File: src/rtl/regs_dump_if.sv
// Byte stream from regs_dump to its sink, normally the debug UART transmitter.
interface regs_dump_if;
  logic [7:0] out_data;
  logic       out_valid;
  logic       out_ready;

  modport master (output out_data, output out_valid, input out_ready);
  modport slave  (input out_data, input out_valid, output out_ready);
endinterface

File: src/rtl/regs_dump.sv
// regs_dump: walks the register file debug port and streams every value out as bytes (REGS_DUMP_ASCII_EN: hex text).
// Latency: first byte two cycles after start, then one address bubble per register.
// Backpressure: pending byte, index and Debug_addr hold while out_ready is low; start while busy is dropped.
module regs_dump #(
  parameter int NUM_REGS = 32
) (
  input  logic        clk,
  input  logic        rst,
  input  logic        start,
  output logic [6:0]  Debug_addr,
  input  logic [31:0] Debug_regs,
  regs_dump_if.master bus,
  output logic        busy,
  output logic        done
);

`ifdef REGS_DUMP_ASCII_EN
  localparam logic [3:0] LAST_BYTE = 4'd8;
`else
  localparam logic [3:0] LAST_BYTE = 4'd3;
`endif
  localparam logic [4:0] LAST_IDX = 5'(NUM_REGS - 1);

  typedef enum logic [1:0] {IDLE, ADDR, SEND, DONE} state_t;

  state_t      state, state_nxt;
  logic [4:0]  idx, idx_nxt;
  logic [31:0] shadow, shadow_nxt;
  logic [3:0]  bcnt, bcnt_nxt;
  logic [7:0]  cur_byte;
  logic        xfer;

  always_ff @(posedge clk) begin
    if (rst) begin
      state  <= IDLE;
      idx    <= 5'd0;
      shadow <= 32'd0;
      bcnt   <= 4'd0;
    end else begin
      state  <= state_nxt;
      idx    <= idx_nxt;
      shadow <= shadow_nxt;
      bcnt   <= bcnt_nxt;
    end
  end

  assign xfer = (state == SEND) && bus.out_ready;

  always_comb begin
    state_nxt  = state;
    idx_nxt    = idx;
    shadow_nxt = shadow;
    bcnt_nxt   = bcnt;
    case (state)
      IDLE: begin
        if (start) begin
          idx_nxt   = 5'd0;
          state_nxt = ADDR;
        end
      end
      ADDR: begin
        shadow_nxt = Debug_regs;
        bcnt_nxt   = 4'd0;
        state_nxt  = SEND;
      end
      SEND: begin
        if (xfer) begin
          if (bcnt != LAST_BYTE) begin
            bcnt_nxt = bcnt + 4'd1;
          end else if (idx == LAST_IDX) begin
            state_nxt = DONE;
          end else begin
            idx_nxt   = idx + 5'd1;
            state_nxt = ADDR;
          end
        end
      end
      DONE:    state_nxt = IDLE;
      default: state_nxt = IDLE;
    endcase
  end

`ifdef REGS_DUMP_ASCII_EN
  logic [4:0] nib_lsb;
  logic [3:0] nib;

  // Most significant nibble goes out first; the ninth byte is the line feed.
  always_comb begin
    nib_lsb = 5'd28 - {bcnt[2:0], 2'b00};
    nib     = shadow[nib_lsb +: 4];
    if (bcnt == LAST_BYTE)
      cur_byte = 8'h0A;
    else if (nib < 4'd10)
      cur_byte = 8'h30 + {4'h0, nib};
    else
      cur_byte = 8'h57 + {4'h0, nib};
  end
`else
  logic [4:0] byte_lsb;

  always_comb begin
    byte_lsb = 5'd24 - {bcnt[1:0], 3'b000};
    cur_byte = shadow[byte_lsb +: 8];
  end
`endif

  assign bus.out_valid = (state == SEND);
  assign bus.out_data  = (state == SEND) ? cur_byte : 8'h00;
  assign busy          = (state != IDLE);
  assign done          = (state == DONE);
  assign Debug_addr    = {2'b00, busy ? idx : 5'd0};

endmodule

File: src/flat_wrapper.sv
// flat-port wrapper written by rule: the top's interface ports become plain ports
module regs_dump_flat 
#(
  parameter int NUM_REGS = 32
)
  (clk, rst, start, Debug_addr, Debug_regs, busy, done, bus_out_data, bus_out_valid, bus_out_ready);
  regs_dump_if bus_i ();
  input  logic clk;
  input  logic rst;
  input  logic start;
  output logic [6:0] Debug_addr;
  input  logic [31:0] Debug_regs;
  output logic busy;
  output logic done;
  output wire logic [$bits(bus_i.out_data)-1:0] bus_out_data;
  output wire logic [$bits(bus_i.out_valid)-1:0] bus_out_valid;
  input wire logic [$bits(bus_i.out_ready)-1:0] bus_out_ready;
  assign bus_out_data = bus_i.out_data;
  assign bus_out_valid = bus_i.out_valid;
  assign bus_i.out_ready = bus_out_ready;
  regs_dump #(.NUM_REGS(NUM_REGS)) u_core (.clk(clk), .rst(rst), .start(start), .Debug_addr(Debug_addr), .Debug_regs(Debug_regs), .bus(bus_i), .busy(busy), .done(done));
endmodule
File: config.mk
export PLATFORM = sky130hd
export DESIGN_NAME = regs_dump_flat
export DESIGN_NICKNAME = d
export VERILOG_FILES = /design/src/rtl/regs_dump_if.sv /design/src/rtl/regs_dump.sv /design/src/flat_wrapper.sv
export SDC_FILE = /design/constraint.sdc
export NUM_CORES = 1
export LEC_CHECK = 0
export ABC_AREA = 0
export CAP_MARGIN = 30
export CORE_AREA = 5 5 83 85
export DETAILED_ROUTE_END_ITERATION = 10
export DIE_AREA = 0 0 88 90
export GPL_TIMING_DRIVEN = 0
export PLACE_DENSITY = 0.64
export SLEW_MARGIN = 40
export SYNTH_ARGS = -nofsm -noshare
export SYNTH_HDL_FRONTEND = slang
export SYNTH_SLANG_ARGS = --single-unit
File: constraint.sdc
create_clock -name clk -period 2.2 [get_ports clk]
set_input_delay 0.22 -clock clk [delete_from_list [all_inputs] [get_ports clk]]
set_output_delay 0.22 -clock clk [all_outputs]
set_load 0.005 [all_outputs]
Yosys cells after proc, flatten, opt, wreduce, memory -nomap -nowiden
Index checks and enable logic that the tools add are counted.
- memories kept: 0
- word-level logic and storage cells: 41
- input port bits: 36
- register bits after elaboration: 43
- output and inout bits: 18
- ROM bits: 0
- RAM bits: 0
- latch bits: 0
- add/sub/neg operators: 3
- shifts and indexed selects: 1
- multiply operators: 0
- equal/unequal tests: 10
- muxes and demuxes: 15
- bitwise operators: 0
- div/mod/pow operators: 0
- $lt $le $gt $ge: 0
- reductions and logical operators: 8
- operator list (kind ; count):
    $shiftx A32 B6 Y8 ; 1
    $mux W5 ; 5
    $pmux W5 S2 ; 1
    $mux W2 ; 4
    $mux W4 ; 2
    $mux W8 ; 1
    $pmux W2 S4 ; 1
    $pmux W4 S2 ; 1
    $ne A2 B2 Y1 const B ; 3
    $reduce_and A3 Y1 ; 2
    $reduce_bool A2 Y1 ; 3
    $add A5 B1 Y5 const B ; 1
    $eq A5 B5 Y1 const B ; 1
    $reduce_and A5 Y1 ; 1
    $sub A5 B5 Y5 const A ; 1
    $add A4 B1 Y4 const B ; 1
    $eq A2 B2 Y1 const B ; 2
    $ne A2 B1 Y1 const B ; 2
    $ne A4 B2 Y1 const B ; 1
    $eq A2 B1 Y1 const B ; 1
    $logic_not A2 Y1 ; 1
    $logic_and A1 B1 Y1 ; 1

Logic depth before layout (Yosys ltp)
Gate-level depths: netlist of the first run.
- depth after elaboration: 5
- gate-level depth with buffers: 6
- mapped depth without buffers: 6

Least setup slack after synthesis of the first run
No wires, ideal clock.
- kind: reg-to-reg
- from: reg u_core.idx[0]
- to: reg u_core.idx[0]
- arrival time: 1.374 ns
- setup time: 0.133 ns
- path buffers: 0
- slack: 0.693 ns
- stages on the path, launching flop included: 6
- required time: 2.067 ns
- period minus slack after synthesis: 1.507 ns
- path through: dfxtp_1 -> ha_1 -> and3_1 -> ha_1 -> o31ai_1 -> o21ai_0
- word-level cells in the longest chain between the ends: 5
- elaborated cells between the ends (all ways): 8
- those cells by class: 1 x add/sub; 2 x eq/ne; 4 x mux; 1 x reduce/logical
- ends and longest elaborated chain (item ; line ; source):
    from (decl) ; regs_dump.sv:27 ; logic [4:0] idx, idx_nxt;
    from (signal assigned) ; regs_dump.sv:41 ; idx <= idx_nxt;
    $add A5 B1 Y5 ; regs_dump.sv:73 ; idx_nxt = idx + 5'd1;
    $mux W5 ; regs_dump.sv:70 ; end else if (idx == LAST_IDX) begin
    $mux W5 ; regs_dump.sv:68 ; if (bcnt != LAST_BYTE) begin
    $mux W5 ; regs_dump.sv:67 ; if (xfer) begin
    $pmux W5 S2 ; regs_dump.sv:54 ; case (state)
Parallel ways exist; a longest one is shown, timed or not. The select of a mux whose other input is x is not followed.
A chain may end at the register's enable or synchronous reset.

Final worst setup path of the first run
- from: reg u_core.bcnt[0]
- to: out bus_out_data[1]
- word-level cells in the longest chain between the ends: 3
- ends and longest elaborated chain (item ; line ; source):
    from (decl) ; regs_dump.sv:29 ; logic [3:0] bcnt, bcnt_nxt;
    from (signal assigned) ; regs_dump.sv:43 ; bcnt <= bcnt_nxt;
    $sub A5 B5 Y5 ; regs_dump.sv:102 ; byte_lsb = 5'd24 - {bcnt[1:0], 3'b000};
    $shiftx A32 B6 Y8 ; regs_dump.sv:103 ; cur_byte = shadow[byte_lsb +: 8];
    $mux W8 ; regs_dump.sv:108 ; assign bus.out_data = (state == SEND) ? cur_byte : 8'h00;
    to (decl) ; flat_wrapper.sv:15 ; output wire logic [$bits(bus_i.out_data)-1:0] bus_out_data;
Every way passes these cells.

==> impl_metrics.ini, run 1 <==
[global_route]
antenna_found_initial = 0
grt_pass1_vias = 1773
grt_usage = 0.135
grt_pass1_wl_mm = 8.35
grt-ovfl-total = 0
grt_max_degree = 14

[logic_synthesis]
netlist_instances = 243
syn_avg_cell_area_sq_um = 8.50
ys_seq_elements = 43
yosysUniqueCellTypes = 36
async_flop_share = 0
synth_seq_area_share = 0.417
yosysTopAreaCellShare = 0.417
synth_common_cells = nand2_1, dfxtp_1, a21oi_1, and2_1, mux4_2
synth_area_sq_um = 2060
yosys-top-cells-area = dfxtp_1, nand2_1, a21oi_1
synth.yosys.warnings = 0
synth_enable_flop_cells = 0
synth.largest_area_cell = dfxtp_1
yosysMostFrequentCell = nand2_1
synth_ff_type = dfxtp_1

[route]
dr.pass1.iters = 4
drt-initial-drc-count = 85
viasPerCell = 4.76
postRouteAntennaNets = 0
routed_wirelength_mm = 5.35
drc = 0
vias = 1834
avgRoutedWirePerCell_um = 13.9

[sta]
hold_slack_ns = 0.458
relSlewSlack = 0.658
fin_crit_ns = 2.11
worst_pin_slew_ns = 0.512
fmaxAchievable_mhz = 473
fin_skew_ns = 0.00400
setup_viol = 0
timing_hold_violations_final = 0
setup-tns-final_ns = 0
drv_slew = 0
post-route-period-util = 0.961
rsz0062_at_grt = false

[floorplan]
dieArea_sq_um = 7920
die_y_um = 90
core_sq_um = 6130
start_util = 0.337
ios = 54
die_width_um = 88
rows = 29

[critical_path]
start_kind = register
endpoint = bus_out_data[1]
reg2reg_to = u_core.idx[0]
worst-path-max-fanout = 7
cp-end-kind = primary output
worst-r2r-setup-slack_ns = 0.41
worst-setup-path-type = reg -> out
crit_arrival_ns = 1.89
worstReg2RegStart = u_core.idx[0]
required_ns = 1.98
r2r_cells = 5
startpoint = u_core.bcnt[0]

[cts]
h-tree-depth = 2
cts-root-buf = clkbuf_8
path_clk_slew_ns = 0.09
cts_sinks = 43
cts.path.max_buffers = 2
cts_made_buffers = 5
insertion_delay_ns = 0.29
cts_tree = yes
cts_hold_buf = 0

[layout]
n_antenna_cell = 0
syn2layout_area_growth_pct = 38.7
fin_nets = 346
layout-drive-gt1-share = 0.130

[place]
place.gp.congestion = 0.762
hpwl_mm = 3.83
place.port_buffers = 51

[power_and_ir_drop]
p_per_area_nw_per_um2 = 626
p_leak_uw = 0.00103
ir_drop_uv = 290

[hold_path]
hold_class = reg -> reg
hold_path.startpoint = u_core.shadow[14]

[outcome]
status = completed

[flow_run]
drv_cap = 0
## cell type report
class                           instances  area, sq um
Tap cell                               77         96.3
Inverter                                3         11.3
Multi-Input combinational cell        179         1080
Buffer                                 19          129
Sequential cell                        43          865
Timing Repair Buffer                   56          548
Fill cell                             607         3270
Clock inverter                          2         60.1
Clock buffer                            6         72.6
## placed cells by master (no fill, tap or decap), types with 7 or more instances in the layout
cell	synthesis	routed
clkdlybuf4s50_1	0	51
a21oi_1	38	38
buf_4	5	10
nand2_1	66	66
and2_1	9	9
mux4_2	8	8
nor2_1	7	7
dfxtp_1	43	42
## logic make-up (layout without fill, tap and decap cells)
group / count (synthesis) / in the layout / share of synthesized area
simple gates: 113 / 113 / 0.265
compound gates: 51 / 51 / 0.139
flops: 43 / 43 / 0.417
buf+inv: 22 / 86 / 0.0606
mux: 10 / 10 / 0.0976
fa+ha+maj: 3 / 3 / 0.0182
other cells: 1 / 2 / 0.00182
## report_power, final
part / internal [uW] / leakage [uW] / switching, uW
Sequential: 810 / 0.000350 / 18.8
Combinational: 128 / 0.000612 / 109
Clock: 454 / 0.0000654 / 273
Total: 1390 / 0.00103 / 401
## worst min path at each step
stage / to / depth (start not counted) / slack (ns)
6_report: u_core.shadow[14] / 2 / 0.46
5_1_grt: u_core.shadow[10] / 3 / 0.45
4_1_cts: u_core.shadow[14] / 2 / 0.46
3_5_place_dp: u_core.shadow[14] / 2 / 0.45
3_3_place_gp: u_core.shadow[18] / 2 / 0.44
2_1_floorplan: u_core.shadow[0] / 2 / 0.36
## critical path, cell delays in order, from the launching register on
cell	delay (ns)
dfxtp_4	0.36
buf_12	0.13
mux4_2	0.51
and2_1	0.17
clkdlybuf4s50_1	0.43
## per-stage QoR
step                      worst slack [ns]  utilization  std cells  power, uW  area, sq um
final                               0.0868        0.467        385       1790         2860
after global routing               0.00721        0.467        385       1870         2860
after detailed placement             0.256        0.436        372       1080         2680
after global placement               0.256        0.436        372       1080         2680
after floorplan                      0.693            -        244        964         2070
after CTS                           0.0105        0.460        381       1810         2820
## sequential cells by signal (all words and copies together) (netlist names)
signal,flops
u_core.bcnt,4
u_core.state,2
u_core.shadow,32
u_core.idx,5
## timing repair
| action | CTS | global route |
|---|---|---|
| setup endpoints to repair | 7 | 8 |
| gates resized for setup | 2 | 5 |
| buffers inserted | 1 | 4 |
| hold endpoints to repair | 0 | 0 |
## routing by layer
metal / share of wire / track usage / up-vias
li1: - / - / 961
met1: 0.46 / 0.177 / 830
met2: 0.48 / 0.214 / 35
met3: 0.054 / 0.0347 / 8
met4: 0.013 / 0.0422 / 0
met5: 0 / 0 / -
Note: power is estimated with default switching activity, not from simulation.
==> inputs of run 2 (changes only) <==
- SKIP_CTS_REPAIR_TIMING: not set -> 1
==> run 2 against run 1 <==
Compared with the run above: combinational power about the same; via count down 0.49%; setup slack got worse by 0.014 ns; global-route usage is 0.056 points lower; highest routed layer unchanged.
==> impl_metrics.ini, run 2 (synthesis gave the netlist of run 1 again) <==
[global_route]
grt_max_degree = 14
grt_pass1_wl_mm = 8.32
grt_pass1_vias = 1765
antenna_found_initial = 0
grt_usage = 0.134
grt-ovfl-total = 0

[critical_path]
required_ns = 1.98
cp-end-kind = primary output
slowest_stage = mux4_2
worst-path-max-fanout = 10
crit_arrival_ns = 1.91
start_kind = register
worst-setup-path-type = reg -> out
cp_slowest_stage_delay_ns = 0.51
path_cells = buf_12 > mux4_2 > and2_1 > clkdlybuf4s50_1

[floorplan]
rows = 29
core_sq_um = 6130
dieArea_sq_um = 7920
ios = 54
die_y_um = 90
start_util = 0.337
die_width_um = 88

[sta]
relSlewSlack = 0.658
post-route-period-util = 0.967
rsz0062_at_grt = false
setup_viol = 0
setup-tns-final_ns = 0
fin_crit_ns = 2.13
worst_pin_slew_ns = 0.513
fin_skew_ns = 0.00447
fmaxAchievable_mhz = 470
timing_hold_violations_final = 0
fin_ws_ns = 0.0730
drv_slew = 0

[place]
place.gp.congestion = 0.762
pre_cts_slack_ns = 0.256
hpwl_mm = 3.83
place.port_buffers = 51

[flow_run]
drv_cap = 0

[hold_path]
hold_class = reg -> reg

[power_and_ir_drop]
p_per_area_nw_per_um2 = 626
finalPower_uw = 1790
p_leak_uw = 0.00104
ir_drop_uv = 290

[cts]
cts.path.max_buffers = 2
cts_tree = yes
h-tree-depth = 2
cts-root-buf = clkbuf_8
insertion_delay_ns = 0.30
cts_sinks = 43
cts_made_buffers = 5
path_clk_slew_ns = 0.09

[route]
viasPerCell = 4.75
routed_wirelength_mm = 5.34
dr.pass1.iters = 4
vias = 1825
drc = 0
drt-initial-drc-count = 93
avgRoutedWirePerCell_um = 13.9
postRouteAntennaNets = 0

[layout]
largest_register_ffs = 32
fin_nets = 345
n_antenna_cell = 0
syn2layout_area_growth_pct = 38.5
multi_input_area_sq_um = 1080
largest-register = u_core.shadow
final_cell_mix = nand2_1, clkdlybuf4s50_1, dfxtp_1
largest_registers = u_core.shadow: 32 flops, u_core.idx: 5 flops, u_core.bcnt: 4 flops
utilization = 0.466
ff_latch_area_sq_um = 865
layout-drive-gt1-share = 0.127
fillers = 608
mostFrequentLayoutCell = nand2_1

[outcome]
status = completed
run 2: cell types whose count changed in the layout (fill, tap and decap cells not counted):
| cell | previous run | this run |
|---|---|---|
| buf_4 | 10 | 9 |
| clkdlybuf4s50_1 | 51 | 50 |
| dlymetal6s2s_1 | 0 | 1 |
run 2: stage by stage:
stage	hold WS [ns]	cell area [sq um]	cells
floorplan	0.356	2070	244
global route	0.450	2860	384
global placement	0.440	2680	372
detailed placement	0.446	2680	372
finish	0.458	2860	384
CTS	0.457	2810	380
run 2: final timing paths:
check / startpoint / to / slack (ns) / cells past startpoint
worst max register to register: u_core.idx[0] / u_core.idx[0] / 0.41 / 5
worst min-delay path: u_core.shadow[14] / u_core.shadow[14] / 0.46 / 2
worst min register to register: u_core.shadow[14] / u_core.shadow[14] / 0.46 / 2
worst max-delay path: u_core.bcnt[0] / bus_out_data[1] / 0.07 / 4
run 2: area by class of cell:
type	count	area share
Sequential cell	43	0.302
Timing Repair Buffer	55	0.190
Clock inverter	2	0.0210
Inverter	3	0.00394
Clock buffer	6	0.0254
Buffer	19	0.0451
Tap cell	77	0.0337
Multi-Input combinational cell	179	0.379
run 2: report_power, final:
group / total (uW) / internal (uW) / switching, uW / leakage [uW]
clock: 727 / 454 / 273 / 0.0000654
combinational: 235 / 127 / 109 / 0.000625
sequential: 828 / 810 / 18.9 / 0.000350
total: 1790 / 1390 / 401 / 0.00104
run 2: critical path: cells and delay by family (launching register included):
| kind | cells | cell delay (ns) |
|---|---|---|
| and+or+nand+nor | 1 | 0.17 |
| muxes | 1 | 0.51 |
| DFF | 1 | 0.36 |
| buffers and inverters | 2 | 0.57 |
run 2: layer usage:
layer	GRT usage	wire length, um
met2	0.212	2530
met3	0.0347	277
met4	0.0422	67
met1	0.177	2470
met5	0	0
